<file path="src/rtl/banco_registros_param_if.sv">
// banco_registros_param_if: bus between decode/writeback and the register bank.
// Decode and writeback drive the address, data and command signals (master).
// The bank returns the read data and status (slave).
interface banco_registros_param_if #(
  parameter int DATA_W = 32,
  parameter int ADDR_W = 5
) ();
  logic [ADDR_W-1:0] RA1_BANCO;
  logic [ADDR_W-1:0] RA2_BANCO;
  logic [ADDR_W-1:0] WA_BANCO;
  logic [DATA_W-1:0] DW_BANCO;
  logic              WE_BANCO;
  logic              CLR_BANCO;
  logic [DATA_W-1:0] DR1_BANCO;
  logic [DATA_W-1:0] DR2_BANCO;
  logic              BUSY_BANCO;
  logic              WERR_BANCO;

  modport master (
    output RA1_BANCO, RA2_BANCO, WA_BANCO, DW_BANCO, WE_BANCO, CLR_BANCO,
    input  DR1_BANCO, DR2_BANCO, BUSY_BANCO, WERR_BANCO
  );

  modport slave (
    input  RA1_BANCO, RA2_BANCO, WA_BANCO, DW_BANCO, WE_BANCO, CLR_BANCO,
    output DR1_BANCO, DR2_BANCO, BUSY_BANCO, WERR_BANCO
  );
endinterface

</file>
<file path="src/rtl/banco_registros_param.sv">
// banco_registros_param: 2R/1W register bank with a synchronous write port.
// Both read ports are combinational and see a write in the same cycle through a bypass path.
// A clear sequencer zeroes the bank one entry per clock.
// Optional feature: define ZERO_REG_EN to hardwire entry 0 to zero.

// One read port. It selects, in priority order: the hardwired zero entry, the in-flight write data, then the array.
module banco_rd_port #(
  parameter int DATA_W = 32,
  parameter int ADDR_W = 5
) (
  input  logic [ADDR_W-1:0] i_ra,
  input  logic [DATA_W-1:0] i_q,
  input  logic              i_byp_en,
  input  logic [ADDR_W-1:0] i_wa,
  input  logic [DATA_W-1:0] i_dw,
  output logic [DATA_W-1:0] o_dr
);
  logic w_ra_zero;
  logic w_hit;

`ifdef ZERO_REG_EN
  assign w_ra_zero = (i_ra == '0);
`else
  assign w_ra_zero = 1'b0;
`endif

  assign w_hit = i_byp_en && (i_wa == i_ra);

  // Read mux: zero entry, then bypass, then stored value.
  always_comb begin
    o_dr = i_q;
    if (w_ra_zero)  o_dr = '0;
    else if (w_hit) o_dr = i_dw;
  end
endmodule

module banco_registros_param #(
  parameter int DATA_W = 32,
  parameter int ADDR_W = 5
) (
  input  logic                     CLK_BANCO,
  input  logic                     RSTN_BANCO,
  banco_registros_param_if.slave   bus
);
  localparam int DEPTH     = 2**ADDR_W;
  localparam int NUM_PORTS = 2;

  typedef enum logic {S_IDLE, S_CLEARING} state_t;

  state_t            r_state, w_state_nxt;
  logic [ADDR_W-1:0] r_cnt,   w_cnt_nxt;
  logic              r_busy,  w_busy_nxt;
  logic              r_werr,  w_werr_nxt;
  logic              w_wr_en;   // write commits at this edge (also enables bypass)
  logic              w_clr_en;  // clear entry r_cnt at this edge
  logic              w_we_zero; // write targets the hardwired zero entry

  logic [DATA_W-1:0] r_mem [DEPTH];

  logic [NUM_PORTS-1:0][ADDR_W-1:0] w_ra;
  logic [NUM_PORTS-1:0][DATA_W-1:0] w_q;
  logic [NUM_PORTS-1:0][DATA_W-1:0] w_dr;

`ifdef ZERO_REG_EN
  assign w_we_zero = (bus.WA_BANCO == '0);
`else
  assign w_we_zero = 1'b0;
`endif

  // Next-state logic. Writes addressed to the zero entry vanish silently, so they never raise WERR.
  always_comb begin
    w_state_nxt = r_state;
    w_cnt_nxt   = r_cnt;
    w_busy_nxt  = r_busy;
    w_werr_nxt  = 1'b0;
    w_wr_en     = 1'b0;
    w_clr_en    = 1'b0;
    unique case (r_state)
      S_IDLE: begin
        if (bus.CLR_BANCO) begin
          w_state_nxt = S_CLEARING;
          w_cnt_nxt   = '0;
          w_busy_nxt  = 1'b1;
          w_werr_nxt  = bus.WE_BANCO && !w_we_zero;
        end else if (bus.WE_BANCO && !w_we_zero) begin
          w_wr_en = 1'b1;
        end
      end
      S_CLEARING: begin
        w_clr_en   = 1'b1;
        w_cnt_nxt  = r_cnt + 1'b1;  // wraps to 0 together with the return to IDLE
        w_werr_nxt = bus.WE_BANCO && !w_we_zero;
        if (r_cnt == ADDR_W'(DEPTH-1)) begin
          w_state_nxt = S_IDLE;
          w_busy_nxt  = 1'b0;
        end
      end
      default: w_state_nxt = S_IDLE;
    endcase
  end

  // Control state register. Reset aborts any clear in progress, and the clear does not resume.
  always_ff @(posedge CLK_BANCO or negedge RSTN_BANCO) begin
    if (!RSTN_BANCO) begin
      r_state <= S_IDLE;
      r_cnt   <= '0;
      r_busy  <= 1'b0;
      r_werr  <= 1'b0;
    end else begin
      r_state <= w_state_nxt;
      r_cnt   <= w_cnt_nxt;
      r_busy  <= w_busy_nxt;
      r_werr  <= w_werr_nxt;
    end
  end

  // Storage array. A write and a clear are mutually exclusive by state.
  always_ff @(posedge CLK_BANCO or negedge RSTN_BANCO) begin
    if (!RSTN_BANCO) begin
      for (int i = 0; i < DEPTH; i++) r_mem[i] <= '0;
    end else if (w_wr_en) begin
      r_mem[bus.WA_BANCO] <= bus.DW_BANCO;
    end else if (w_clr_en) begin
      r_mem[r_cnt] <= '0;
    end
  end

  assign w_ra = {bus.RA2_BANCO, bus.RA1_BANCO};

  for (genvar p = 0; p < NUM_PORTS; p++) begin : g_rd
    assign w_q[p] = r_mem[w_ra[p]];
    banco_rd_port #(.DATA_W(DATA_W), .ADDR_W(ADDR_W)) u_rd (
      .i_ra     (w_ra[p]),
      .i_q      (w_q[p]),
      .i_byp_en (w_wr_en),
      .i_wa     (bus.WA_BANCO),
      .i_dw     (bus.DW_BANCO),
      .o_dr     (w_dr[p])
    );
  end

  assign bus.DR1_BANCO  = w_dr[0];
  assign bus.DR2_BANCO  = w_dr[1];
  assign bus.BUSY_BANCO = r_busy;
  assign bus.WERR_BANCO = r_werr;
endmodule

</file>
<file path="src/flat_wrapper.sv">
// flat-port wrapper written by rule: the top's interface ports become plain ports
module banco_registros_param_flat 
#(
  parameter int DATA_W = 32,
  parameter int ADDR_W = 5
)
  (CLK_BANCO, RSTN_BANCO, bus_RA1_BANCO, bus_RA2_BANCO, bus_WA_BANCO, bus_DW_BANCO, bus_WE_BANCO, bus_CLR_BANCO, bus_DR1_BANCO, bus_DR2_BANCO, bus_BUSY_BANCO, bus_WERR_BANCO);
  banco_registros_param_if #(.DATA_W(DATA_W), .ADDR_W(ADDR_W)) bus_i ();
  input  logic CLK_BANCO;
  input  logic RSTN_BANCO;
  input wire logic [$bits(bus_i.RA1_BANCO)-1:0] bus_RA1_BANCO;
  input wire logic [$bits(bus_i.RA2_BANCO)-1:0] bus_RA2_BANCO;
  input wire logic [$bits(bus_i.WA_BANCO)-1:0] bus_WA_BANCO;
  input wire logic [$bits(bus_i.DW_BANCO)-1:0] bus_DW_BANCO;
  input wire logic [$bits(bus_i.WE_BANCO)-1:0] bus_WE_BANCO;
  input wire logic [$bits(bus_i.CLR_BANCO)-1:0] bus_CLR_BANCO;
  output wire logic [$bits(bus_i.DR1_BANCO)-1:0] bus_DR1_BANCO;
  output wire logic [$bits(bus_i.DR2_BANCO)-1:0] bus_DR2_BANCO;
  output wire logic [$bits(bus_i.BUSY_BANCO)-1:0] bus_BUSY_BANCO;
  output wire logic [$bits(bus_i.WERR_BANCO)-1:0] bus_WERR_BANCO;
  assign bus_i.RA1_BANCO = bus_RA1_BANCO;
  assign bus_i.RA2_BANCO = bus_RA2_BANCO;
  assign bus_i.WA_BANCO = bus_WA_BANCO;
  assign bus_i.DW_BANCO = bus_DW_BANCO;
  assign bus_i.WE_BANCO = bus_WE_BANCO;
  assign bus_i.CLR_BANCO = bus_CLR_BANCO;
  assign bus_DR1_BANCO = bus_i.DR1_BANCO;
  assign bus_DR2_BANCO = bus_i.DR2_BANCO;
  assign bus_BUSY_BANCO = bus_i.BUSY_BANCO;
  assign bus_WERR_BANCO = bus_i.WERR_BANCO;
  banco_registros_param #(.DATA_W(DATA_W), .ADDR_W(ADDR_W)) u_core (.CLK_BANCO(CLK_BANCO), .RSTN_BANCO(RSTN_BANCO), .bus(bus_i));
endmodule
</file>
<file path="config.mk">
export PLATFORM = sky130hd
export DESIGN_NAME = banco_registros_param_flat
export DESIGN_NICKNAME = d
export VERILOG_FILES = /design/src/rtl/banco_registros_param_if.sv /design/src/rtl/banco_registros_param.sv /design/src/flat_wrapper.sv
export SDC_FILE = /design/constraint.sdc
export NUM_CORES = 2
export LEC_CHECK = 0
export CAP_MARGIN = 15
export CORE_ASPECT_RATIO = 0.9
export CORE_UTILIZATION = 25
export DETAILED_ROUTE_END_ITERATION = 6
export SYNTH_ARGS = -nofsm -noshare
export SYNTH_HDL_FRONTEND = slang
export SYNTH_SLANG_ARGS = --single-unit
</file>
<file path="constraint.sdc">
create_clock -name CLK_BANCO -period 2.8 [get_ports CLK_BANCO]
set_clock_uncertainty 0.15 [all_clocks]
set_input_delay 0.56 -clock CLK_BANCO [delete_from_list [all_inputs] [get_ports CLK_BANCO]]
set_output_delay 0.56 -clock CLK_BANCO [all_outputs]
set_load 0.005 [all_outputs]
</file>
==> metrics.cfg <==
[grt]
grt_max_degree=79
grt_first_pass_wirelength_mm=351
grt_pass1_vias=47700
grt_usage_pct=21.8
antenna_found_initial=3
gr-total-overflow=0

[synth]
syn_inst=4233
ys.flop_type=dfrtp_1
synth-xor-area-share_pct=0.193
synth_compound_area_share_pct=22.7
synth_enable_flop_cells=0
synthAdderAreaFrac_pct=0.115
synth_nets=4289
seq_area_frac_synth_pct=47.5
ys_async_sr_fraction_pct=100
synth_area_um2=54400
yosys_warnings=0
synthSimpleGateAreaFrac_pct=3.48
synth.distinct_cells=61
synth.avg_cell_area_um2=12.8
synth_top_family_by_area=compound AO/OA/AOI/OAI gates
synth_mux_area_share_pct=21.5
synth-seq-cells=1032

[critical_path]
reg2regPathDepth=10
regToRegStartpoint=u_core.r_state
path_class=flip-flop to primary output
crit_path_end_kind=primary output
timing.rr.end=u_core.r_mem[123]
cp_max_fo=8
start_kind=flip-flop
required_ns=2.09
r2r_slack_ns=0.13
arrival_ns=2.88

[floorplanning]
start_util_pct=25.1
ios=117
rows=162
die-area_um2=219000
die_h_um=444
core_um2=216000
die_w_um=494

[detailed_routing]
drc=0
viasPerCell=5.85
wl_mm=245
ant_nets=0
dr.pass1.iters=6
wl_per_cell_um=30.7
initialDrtViolationCount=6316
vias=46700

[power_and_ir_drop]
p_sw_mw=12.4
seq_power_share_pct=40.1
p_sw_share_pct=30.8
p_clk_share_pct=38.0
combPwrFrac_pct=21.9
p_int_mw=27.8
leakagePower_nw=33.4
peakVddDrop_v=0.000611
p_per_area_nw_per_um2=551

[timing]
tightest_slew_ns=0.694
slew_headroom_pct=53.8
setup_viol=64
maxClockFrequency_ghz=0.278
fin_crit_ns=3.59
whs_ns=0.332
drv_slew=0
fin_ws_ns=-0.792
finalHoldViolations=0
rsz0062_at_grt=true
fin_crit_sh_pct=128

[clock_tree]
clk_latency_ns=0.76
cts_htree_levels=3
path_clk_slew_ns=0.06
cts_root_buf=clkbuf_16
cts_sinks=1032
cts_buffer_depth=3
cts_tree=built
cts_buffers=113

[job]
cap_viol_max_count=0

[placed_design]
place_inst=7694
hpwl_mm=168
post-place-ws_ns=-1.61
place_area_um2=67700
portBuffers=116
gp_congestion=0.962

[finish]
finalNonFillerCells=7980
nFillCells=21100
nNetsFinal=5075
fin_area_um2=73100
drive_above_1_share_pct=38.7
area_growth_syn_to_layout_pct=34.4

[outcome]
outcome=complete, but fails checks
failed_checks=negative setup slack

[min_path]
hold_class=input port to async pin

-- through the flow --
stage	total power, mW	util [%]	setup TNS (ns)
after detailed placement	24.8	31.3	-215.61
final	40.2	33.8	-42.01
after floorplan	19.8	-	-0.617
after global placement	24.7	31.3	-208.45
after global routing	41.3	33.8	-47.03
after CTS	40.1	33.7	-43.92
-- how the worst max path moves through the flow --
| stage | from | endpoint | slack, ns | cells past startpoint |
|---|---|---|---|---|
| floorplan | bus_RA2_BANCO[0] | bus_DR2_BANCO[10] | -0.03 | 7 |
| global placement | bus_RA2_BANCO[4] | bus_DR2_BANCO[31] | -1.65 | 11 |
| detailed placement | bus_RA1_BANCO[4] | bus_DR1_BANCO[15] | -1.61 | 7 |
| CTS | u_core.r_state | bus_DR1_BANCO[29] | -0.83 | 10 |
| global route | u_core.r_state | bus_DR1_BANCO[18] | -0.86 | 10 |
| finish | u_core.r_state | bus_DR1_BANCO[18] | -0.79 | 10 |
-- cell families (layout without fill, tap and decap cells) --
kind of cell / count (synthesis) / count (layout)
AO/OA/AOI/OAI: 1499 / 1499
other: 0 / 1
flip-flops: 1032 / 1032
adder cells (fa/ha/maj): 5 / 5
AND/OR/NAND/NOR: 331 / 331
XOR/XNOR: 12 / 12
multiplexers: 786 / 786
buffers and inverters: 568 / 1444
-- sequential cells by signal (all words and copies together) (netlist names) --
signal	count
u_core.r_cnt	5
u_core.r_state	1
u_core.r_mem	1024
u_core.bus.WERR_BANCO	1
u_core.bus.BUSY_BANCO	1
-- routing by layer --
layer	wire length (um)	share of wire (%)	track usage, %	vias up
li1	-	-	-	18500
met1	92800	38	27.1	24300
met2	110000	45	33.5	3146
met3	24800	10	5.94	706
met4	16700	6.8	13.6	2
met5	12	0.0049	0	-
-- critical path, cell delays in order, from the launching register on --
cell	delay [ns]
dfrtp_4	0.50
nor3b_4	0.26
nand4_1	0.22
nor3_4	0.22
buf_12	0.17
buf_12	0.14
buf_12	0.11
buf_8	0.12
nor3_2	0.05
a22o_1	0.22
buf_2	0.14
-- cell type report --
type / instances / area, um2 / area share [%]
Multi-Input combinational cell: 2633 / 27600 / 37.8
Clock inverter: 40 / 365 / 0.500
Timing Repair Buffer: 1227 / 12300 / 16.8
Antenna cell: 1 / 2.50 / 0.00342
Inverter: 12 / 45.0 / 0.0616
Clock buffer: 165 / 3380 / 4.62
Sequential cell: 1032 / 25800 / 35.3
Tap cell: 2870 / 3590 / 4.91
-- Yosys cell counts, drive strengths merged, types with 4 or more instances --
cell    instances  area [um2]
or3b            4        35.0
mux2          110        1240
nand3b          4        30.0
a21o           24         180
nand2          75         289
nand2b          6        37.5
nor4            4        31.3
a22o         1043        9140
mux4          296        6670
and4bb          4        50.1
a211oi         18         135
dfrtp        1032       25800
mux2i         380        3800
nor3           38         206
a221oi          9        78.8
nand3           4        20.0
or3             4        25.0
and4           23         201
o22ai          42         263
xor2            7        61.3
o22a           10        87.6
xnor2           5        43.8
a22oi         195        1460
nor2b          40         250
inv            12        45.0
o221ai          9        78.8
and3           10        62.6
a311o          21         210
a21oi          47         235
buf           176         965
nor2           74         298
clkbuf        380        1430
nand4          21         131
nor4b           4        68.8
o21ai          47         235
ha              5        62.6
o211ai         30         225
nor3b           4        51.3
-- power groups by stage --
| stage | Clock (mW) | Combinational (mW) | Sequential, mW |
|---|---|---|---|
| 2_1_floorplan | 0 | 3.61 | 16.2 |
| 3_3_place_gp | 0 | 8.40 | 16.3 |
| 3_5_place_dp | 0 | 8.45 | 16.4 |
| 4_1_cts | 15.4 | 8.65 | 16.1 |
| 5_1_grt | 16.0 | 9.05 | 16.2 |
| 6_report | 15.3 | 8.81 | 16.1 |
-- what timing repair did --
action	in CTS	in global routing
hold endpoints to repair	32	0
endpoints found under the setup margin	64	64
gates cloned	6	2
hold buffers	1	0
gates resized for setup	480	34
buffers inserted	76	13
pin swaps	67	36
-- cell usage in the layout, fill, tap and decap left out, types with 22 or more instances in the layout --
cell,instances
buf_12,211
nor2b_1,39
mux2_2,110
nor2_4,32
nand2_1,57
a22o_1,1042
dfrtp_1,1031
buf_8,22
clkinv_2,25
a22oi_1,191
o22ai_1,24
buf_6,27
buf_4,855
o211ai_1,30
a21oi_4,23
nor2_1,41
a21o_1,24
nor3_1,26
and4_1,23
buf_2,59
mux2i_1,375
clkbuf_8,29
clkdlybuf4s50_1,37
mux4_2,296
o21ai_4,29
clkbuf_16,118
No activity file was read; power rests on OpenSTA's default activity.
